==> src/rtl/music_pkg.sv <==
// Shared types and defaults for the beat sequencer and the music ROM it drives.
package music_pkg;

    typedef enum logic [1:0] {
        StIdle,
        StPlay,
        StPause,
        StDone
    } state_e;

    localparam int unsigned DEF_CLK_FREQ = 100_000_000;
    localparam int unsigned DEF_TICK_HZ  = 32;
    localparam int unsigned DEF_BEAT_LEN = 128;
    localparam int unsigned DEF_CNT_W    = 12;

    // The ROM treats index BEAT_LEN as the silent entry.
    localparam int unsigned DEF_SILENT_IDX = DEF_BEAT_LEN;

    function automatic int unsigned div_ratio(input int unsigned clk_freq,
                                              input int unsigned tick_hz);
        return (tick_hz == 0) ? 1 : ((clk_freq / tick_hz == 0) ? 1 : clk_freq / tick_hz);
    endfunction

endpackage

==> src/rtl/beat_sequencer_if.sv <==
// Control and ROM-side signals of the beat sequencer.
// TEMPO_SEL_EN adds the tempo_fast level input.
interface beat_sequencer_if #(
    parameter int unsigned CNT_W = 12
);
    logic             play_pause;
    logic             stop;
    logic             loop_en;
    logic             track_sel;
`ifdef TEMPO_SEL_EN
    logic             tempo_fast;
`endif
    logic [CNT_W-1:0] ibeat_num;
    logic             en;
    logic             mute;
    logic             beat_tick;
    logic             done;

`ifdef TEMPO_SEL_EN
    modport master (
        output play_pause, stop, loop_en, track_sel, tempo_fast,
        input  ibeat_num, en, mute, beat_tick, done
    );
    modport slave (
        input  play_pause, stop, loop_en, track_sel, tempo_fast,
        output ibeat_num, en, mute, beat_tick, done
    );
`else
    modport master (
        output play_pause, stop, loop_en, track_sel,
        input  ibeat_num, en, mute, beat_tick, done
    );
    modport slave (
        input  play_pause, stop, loop_en, track_sel,
        output ibeat_num, en, mute, beat_tick, done
    );
`endif

endinterface

==> src/rtl/tick_gen.sv <==
// Clock divider producing a tick when the count reaches terminal.
// TEMPO_SEL_EN adds i_fast, which halves the terminal count.
module tick_gen #(
    parameter int unsigned DIV = 4
) (
    input  logic clk,
    input  logic rst,
    input  logic i_run,
    input  logic i_clear,
`ifdef TEMPO_SEL_EN
    input  logic i_fast,
`endif
    output logic o_tick
);

    localparam int unsigned W = (DIV > 1) ? $clog2(DIV) : 1;
    localparam logic [W-1:0] TERM_SLOW = W'(DIV - 1);
`ifdef TEMPO_SEL_EN
    localparam logic [W-1:0] TERM_FAST = W'((DIV >= 2) ? (DIV / 2 - 1) : 0);
`endif

    logic [W-1:0] r_cnt;
    logic [W-1:0] w_term;

`ifdef TEMPO_SEL_EN
    assign w_term = i_fast ? TERM_FAST : TERM_SLOW;
`else
    assign w_term = TERM_SLOW;
`endif

    // >= so that switching to fast past the new terminal ticks right away.
    assign o_tick = i_run && (r_cnt >= w_term);

    always_ff @(posedge clk or posedge rst) begin
        if (rst) begin
            r_cnt <= '0;
        end else if (i_clear) begin
            r_cnt <= '0;
        end else if (i_run) begin
            if (o_tick) begin
                r_cnt <= '0;
            end else begin
                r_cnt <= r_cnt + 1'b1;
            end
        end
    end

endmodule

==> src/rtl/beat_sequencer.sv <==
// Play/pause/stop/loop control and beat-index generation for the music ROM.
// TEMPO_SEL_EN enables the double-speed tempo_fast input.
module beat_sequencer
    import music_pkg::*;
#(
    parameter int unsigned CLK_FREQ = DEF_CLK_FREQ,
    parameter int unsigned TICK_HZ  = DEF_TICK_HZ,
    parameter int unsigned BEAT_LEN = DEF_BEAT_LEN,
    parameter int unsigned CNT_W    = DEF_CNT_W
) (
    input logic               clk,
    input logic               rst,
    beat_sequencer_if.slave   io_bus
);

    localparam int unsigned      DIV        = div_ratio(CLK_FREQ, TICK_HZ);
    localparam logic [CNT_W-1:0] LAST_IDX   = CNT_W'(BEAT_LEN - 1);
    localparam logic [CNT_W-1:0] SILENT_IDX = CNT_W'(BEAT_LEN);

    state_e           r_state;
    logic [CNT_W-1:0] r_ibeat_num;
    logic             r_en;
    logic             r_mute;
    logic             r_beat_tick;
    logic             r_done;

    logic w_tick;
    logic w_run;
    logic w_clear;

    // A pulse in the same cycle as a terminal count wins, so the divider must not advance.
    assign w_run   = (r_state == StPlay) && !io_bus.play_pause && !io_bus.stop;
    assign w_clear = io_bus.stop || (r_state == StIdle) || (r_state == StDone);

    tick_gen #(
        .DIV (DIV)
    ) u_tick_gen (
        .clk     (clk),
        .rst     (rst),
        .i_run   (w_run),
        .i_clear (w_clear),
`ifdef TEMPO_SEL_EN
        .i_fast  (io_bus.tempo_fast),
`endif
        .o_tick  (w_tick)
    );

    always_ff @(posedge clk or posedge rst) begin
        if (rst) begin
            r_state     <= StIdle;
            r_ibeat_num <= SILENT_IDX;
            r_en        <= 1'b0;
            r_mute      <= 1'b1;
            r_beat_tick <= 1'b0;
            r_done      <= 1'b0;
        end else begin
            r_beat_tick <= 1'b0;
            r_done      <= 1'b0;
            if (io_bus.stop) begin
                r_state     <= StIdle;
                r_ibeat_num <= SILENT_IDX;
                r_mute      <= 1'b1;
            end else if (io_bus.play_pause) begin
                unique case (r_state)
                    StIdle, StDone: begin
                        r_state     <= StPlay;
                        r_ibeat_num <= '0;
                        r_en        <= io_bus.track_sel;
                        r_mute      <= 1'b0;
                    end
                    StPlay: begin
                        r_state <= StPause;
                        r_mute  <= 1'b1;
                    end
                    StPause: begin
                        r_state <= StPlay;
                        r_mute  <= 1'b0;
                    end
                    default: begin
                        r_state <= StIdle;
                        r_mute  <= 1'b1;
                    end
                endcase
            end else if (w_tick) begin
                r_beat_tick <= 1'b1;
                if (r_ibeat_num == LAST_IDX) begin
                    if (io_bus.loop_en) begin
                        r_ibeat_num <= '0;
                    end else begin
                        r_state     <= StDone;
                        r_ibeat_num <= SILENT_IDX;
                        r_mute      <= 1'b1;
                        r_done      <= 1'b1;
                    end
                end else begin
                    r_ibeat_num <= r_ibeat_num + 1'b1;
                end
            end
        end
    end

    assign io_bus.ibeat_num = r_ibeat_num;
    assign io_bus.en        = r_en;
    assign io_bus.mute      = r_mute;
    assign io_bus.beat_tick = r_beat_tick;
    assign io_bus.done      = r_done;

endmodule

==> src/flat_wrapper.sv <==
// flat-port wrapper written by rule: the top's interface ports become plain ports
module beat_sequencer_flat import music_pkg::*;
#(
    parameter int unsigned CLK_FREQ = DEF_CLK_FREQ,
    parameter int unsigned TICK_HZ  = DEF_TICK_HZ,
    parameter int unsigned BEAT_LEN = DEF_BEAT_LEN,
    parameter int unsigned CNT_W    = DEF_CNT_W
)
  (clk, rst, io_bus_play_pause, io_bus_stop, io_bus_loop_en, io_bus_track_sel, io_bus_ibeat_num, io_bus_en, io_bus_mute, io_bus_beat_tick, io_bus_done);
  beat_sequencer_if #(.CNT_W(CNT_W)) io_bus_i ();
  input logic clk;
  input logic rst;
  input wire logic [$bits(io_bus_i.play_pause)-1:0] io_bus_play_pause;
  input wire logic [$bits(io_bus_i.stop)-1:0] io_bus_stop;
  input wire logic [$bits(io_bus_i.loop_en)-1:0] io_bus_loop_en;
  input wire logic [$bits(io_bus_i.track_sel)-1:0] io_bus_track_sel;
  output wire logic [$bits(io_bus_i.ibeat_num)-1:0] io_bus_ibeat_num;
  output wire logic [$bits(io_bus_i.en)-1:0] io_bus_en;
  output wire logic [$bits(io_bus_i.mute)-1:0] io_bus_mute;
  output wire logic [$bits(io_bus_i.beat_tick)-1:0] io_bus_beat_tick;
  output wire logic [$bits(io_bus_i.done)-1:0] io_bus_done;
  assign io_bus_i.play_pause = io_bus_play_pause;
  assign io_bus_i.stop = io_bus_stop;
  assign io_bus_i.loop_en = io_bus_loop_en;
  assign io_bus_i.track_sel = io_bus_track_sel;
  assign io_bus_ibeat_num = io_bus_i.ibeat_num;
  assign io_bus_en = io_bus_i.en;
  assign io_bus_mute = io_bus_i.mute;
  assign io_bus_beat_tick = io_bus_i.beat_tick;
  assign io_bus_done = io_bus_i.done;
  beat_sequencer #(.CLK_FREQ(CLK_FREQ), .TICK_HZ(TICK_HZ), .BEAT_LEN(BEAT_LEN), .CNT_W(CNT_W)) u_core (.clk(clk), .rst(rst), .io_bus(io_bus_i));
endmodule
==> config.mk <==
export PLATFORM = sky130hd
export DESIGN_NAME = beat_sequencer_flat
export DESIGN_NICKNAME = d
export VERILOG_FILES = /design/src/rtl/music_pkg.sv /design/src/rtl/beat_sequencer_if.sv /design/src/rtl/tick_gen.sv /design/src/rtl/beat_sequencer.sv /design/src/flat_wrapper.sv
export SDC_FILE = /design/constraint.sdc
export NUM_CORES = 1
export LEC_CHECK = 0
export CAP_MARGIN = 40
export CORE_ASPECT_RATIO = 1.5
export CORE_MARGIN = 3
export CORE_UTILIZATION = 45
export DETAILED_ROUTE_END_ITERATION = 8
export GPL_TIMING_DRIVEN = 0
export PLACE_DENSITY = 0.65
export RECOVER_POWER = 25
export SYNTH_ARGS = -nofsm -noshare
export SYNTH_HDL_FRONTEND = slang
export SYNTH_SLANG_ARGS = --single-unit
==> constraint.sdc <==
create_clock -name clk -period 3.35 [get_ports clk]
set_input_delay 0.67 -clock clk [delete_from_list [all_inputs] [get_ports clk]]
set_output_delay 0.67 -clock clk [all_outputs]
set_load 0.01 [all_outputs]
==> impl_metrics.env <==
export IMPL_fin_setup_tns_ns=0
export IMPL_first_global_vias=1827
export IMPL_synth_edff_count=0
export IMPL_worst_setup_path_end_kind="async pin"
export IMPL_synth_area_per_cell_um2=9.605
export IMPL_post_synth_num_cell_types=48
export IMPL_ys_async_sr_fraction_pct=100.0
export IMPL_grt_remaining_overflow=0
export IMPL_path_category_of_the_worst_min_delay_check="reg2reg"
export IMPL_critPathMaxStageDelay_ns=1.30
export IMPL_hpwl_um=3553
export IMPL_area_of_the_die_mm2=0.005780
export IMPL_global_route_wire_length_before_repair_um=8404
export IMPL_critical_path_startpoint_type="primary input"
export IMPL_maxSlewViolCount=33
export IMPL_p_comb_share_pct=10.4
export IMPL_postCtsResizedCells=0
export IMPL_h_tree_depth=2
export IMPL_max_slew_margin_vs_limit_pct=-15.92
export IMPL_crit_arrival_ns=2.75
export IMPL_nNetsFinal=269
export IMPL_layout_worst_path_cycle_share_pct=79.85
export IMPL_wirelength_um=4744
export IMPL_worstPathCellList="dlygate4sd3_1, inv_1, clkbuf_1"
export IMPL_num_antenna_cells=0
export IMPL_postCtsHoldBufs=0
export IMPL_cts_tree="done"
export IMPL_fp_row_count=30
export IMPL_drtPass1Iterations=4
export IMPL_drt_antenna_violating_nets=0
export IMPL_wl_per_cell_um=14.73
export IMPL_pre_cts_slack_ns=0.4649
export IMPL_number_of_antenna_violations_at_the_first_check_in_global_routing=0
export IMPL_critPathMaxFanout=32
export IMPL_fp_dieH_um=91.63
export IMPL_cp_required_ns=3.43
export IMPL_num_io_pins=22
export IMPL_die_w_um=63.09
export IMPL_synth_area_top_cells="sky130_fd_sc_hd__dfrtp_1 (43%), sky130_fd_sc_hd__nor2_1 (5.1%), sky130_fd_sc_hd__xor2_1 (4.8%)"
export IMPL_netSwitchingPower_uw=223.4
export IMPL_static_leakage_power_nw=1.006
export IMPL_final_setup_fails=0
export IMPL_port_buffer_count=20
export IMPL_grt_start_max_net_pins=33
export IMPL_max_cap_violations=1
export IMPL_synth_main_ff_cell="sky130_fd_sc_hd__dfrtp_1"
export IMPL_ratio_of_routed_vias_to_standard_cells=5.568
export IMPL_detail_route_drc_violations=0
export IMPL_setup_skew_after_layout_ns=0.004801
export IMPL_period_minus_slack_ns=2.675
export IMPL_sw_frac_of_total_pct=24.19
export IMPL_cts_buffer_depth=2
export IMPL_synth_nets=241
export IMPL_synth_seq_area_share_pct=45.62
export IMPL_internal_power_uw=700.0
export IMPL_synthCells=229
export IMPL_post_cts_setup_buffer_count=0
export IMPL_postSynthRegisterBits=40
export IMPL_post_synthesis_cell_type_with_the_largest_combined_area="sky130_fd_sc_hd__dfrtp_1"
export IMPL_ir_worst_vdd_v=0.0001993
export IMPL_clock_sink_count=40
export IMPL_layout_filler_cells=445
export IMPL_smallest_setup_slack_after_layout_ns=0.6751
export IMPL_initial_core_util_pct=47.64
export IMPL_synthToLayoutAreaGrowth_pct=17.01
export IMPL_core_mm2=0.004617
export IMPL_cellPowerDensity_mw_per_mm2=358.8
export IMPL_final_hold_viol_count=0
export IMPL_most_common_layout_cells="sky130_fd_sc_hd__dfrtp_1 (38), sky130_fd_sc_hd__nor2_1 (30), sky130_fd_sc_hd__clkdlybuf4s50_1 (19), sky130_fd_sc_hd__nand3_1 (16), sky130_fd_sc_hd__o21ai_0 (16)"
export IMPL_worst_slew_pin_slew_ns=1.739
export IMPL_drt_initial_drc_count=86
export IMPL_clockPowerShare_pct=35.8
export IMPL_dr_total_vias=1793
export IMPL_global_route_usage_total_pct=18.19
export IMPL_worst_path_max_delay_cell="sky130_fd_sc_hd__clkbuf_1"
export IMPL_clkTransAtPathRegs_ns=0.08
export IMPL_power_frac_seq_pct=53.8
export IMPL_syn_area_mm2=0.002200
export IMPL_layout_cells_sized_above_1_pct=9.302
export IMPL_violations="max-capacitance violations, max-slew violations"
export IMPL_grt_setup_unrepaired="false"
export IMPL_synth_warnings=0
export IMPL_crit_path_category="in2async"
export IMPL_cts_root_buf="sky130_fd_sc_hd__clkbuf_8"
export IMPL_maxClockFrequency_ghz=0.3738
export IMPL_layout_cells_most_common="sky130_fd_sc_hd__dfrtp_1"
export IMPL_weighted_congestion_at_the_end_of_routability_driven_global_placement=0.8413
export IMPL_cts_made_buffers=5
export IMPL_clk_latency_ns=0.29
export IMPL_synthDominantCellAreaShare_pct=43.23
export IMPL_result_of_the_run="complete, but fails checks"
==> cells by family after synthesis <==
group	share of synthesized area (%)
flops	45.62
mux	0.5119
simple gates	23.89
fa+ha+maj	3.413
compound gates	15.70
xor+xnor	7.964
buf+inv	2.901
==> final timing paths <==
kind                                            start                           to  slack (ns)  cells after the start
setup / recovery                                  rst   u_core.u_tick_gen.r_cnt[7]        0.68                      3
hold / removal                       u_core.io_bus.en             u_core.io_bus.en        0.51                      1
setup reg to reg           u_core.u_tick_gen.r_cnt[0]  u_core.u_tick_gen.r_cnt[19]        0.95                      7
hold reg to reg                      u_core.io_bus.en             u_core.io_bus.en        0.51                      1
max in group clk                    io_bus_play_pause   u_core.io_bus.ibeat_num[5]        0.77                      6
min in group asynchronous                         rst           u_core.io_bus.done        0.75                      2
==> power by group through the flow <==
stage	sequential [mW]	combinational (mW)	clock (mW)
2_1_floorplan	0.509	0.0610	0
3_3_place_gp	0.506	0.0970	0
3_5_place_dp	0.507	0.101	0
4_1_cts	0.497	0.101	0.339
5_1_grt	0.498	0.107	0.358
6_report	0.497	0.0962	0.330
==> sequential cells by signal, indices dropped and copies added, names as in the netlist <==
name	count
u_core.io_bus.en	1
u_core.u_tick_gen.r_cnt	22
u_core.io_bus.beat_tick	1
u_core.io_bus.done	1
u_core.io_bus.ibeat_num	12
u_core.io_bus.mute	1
u_core.r_state	2
==> Yosys cell counts, types with 3 or more instances <==
master                     number
sky130_fd_sc_hd__ha_1           6
sky130_fd_sc_hd__a31oi_1        4
sky130_fd_sc_hd__and2_1         3
sky130_fd_sc_hd__buf_2          3
sky130_fd_sc_hd__nor3_1         3
sky130_fd_sc_hd__o31ai_1        5
sky130_fd_sc_hd__a211oi_1       3
sky130_fd_sc_hd__dfrtp_1       38
sky130_fd_sc_hd__xor2_1        12
sky130_fd_sc_hd__clkbuf_1       3
sky130_fd_sc_hd__a21oi_1        6
sky130_fd_sc_hd__nand2b_1       5
sky130_fd_sc_hd__nand3_1       16
sky130_fd_sc_hd__nor2_1        30
sky130_fd_sc_hd__nand4_1        6
sky130_fd_sc_hd__inv_1          7
sky130_fd_sc_hd__and3_1         3
sky130_fd_sc_hd__xnor2_1        8
sky130_fd_sc_hd__o21ai_0       16
sky130_fd_sc_hd__nand2_1       14
==> layout make-up <==
class                      count  area [µm²]  share of cell area (%)
buffer                         7       37.54                   1.458
clock buffer                   8       90.09                   3.500
inverter                       7       26.28                   1.021
multi-input combinational    175        1132                   44.00
sequential                    40        1003                   38.99
tap                           64       80.08                   3.111
timing repair buffer          21       203.9                   7.924
==> critical path, delay by kind of cell <==
kind | cells | cell delay [ns]
buf+inv | 3 | 2.07
==> metrics by stage <==
step | power (mW) | hold slack (ns) | instances | area, µm² | utilization [%]
CTS | 0.9376 | 0.5194 | 322 | 2590 | 56.10
detailed placement | 0.6078 | 0.5017 | 314 | 2500 | 54.15
global placement | 0.6034 | 0.4912 | 313 | 2480 | 53.71
finish | 0.9233 | 0.5120 | 322 | 2574 | 55.75
global route | 0.9629 | 0.5449 | 322 | 2574 | 55.75
floorplan | 0.5698 | 0.5047 | 229 | 2200 | -
==> metal layers <==
layer  up-vias  wire length [µm]  global-route usage [%]
met4         0               140                   8.103
met3        13               126                   3.064
met1       856              1990                   21.02
met5         -                 0                       0
met2        41              2487                   32.42
li1        883                 -                       -
Note: power is estimated with default switching activity, not from simulation.
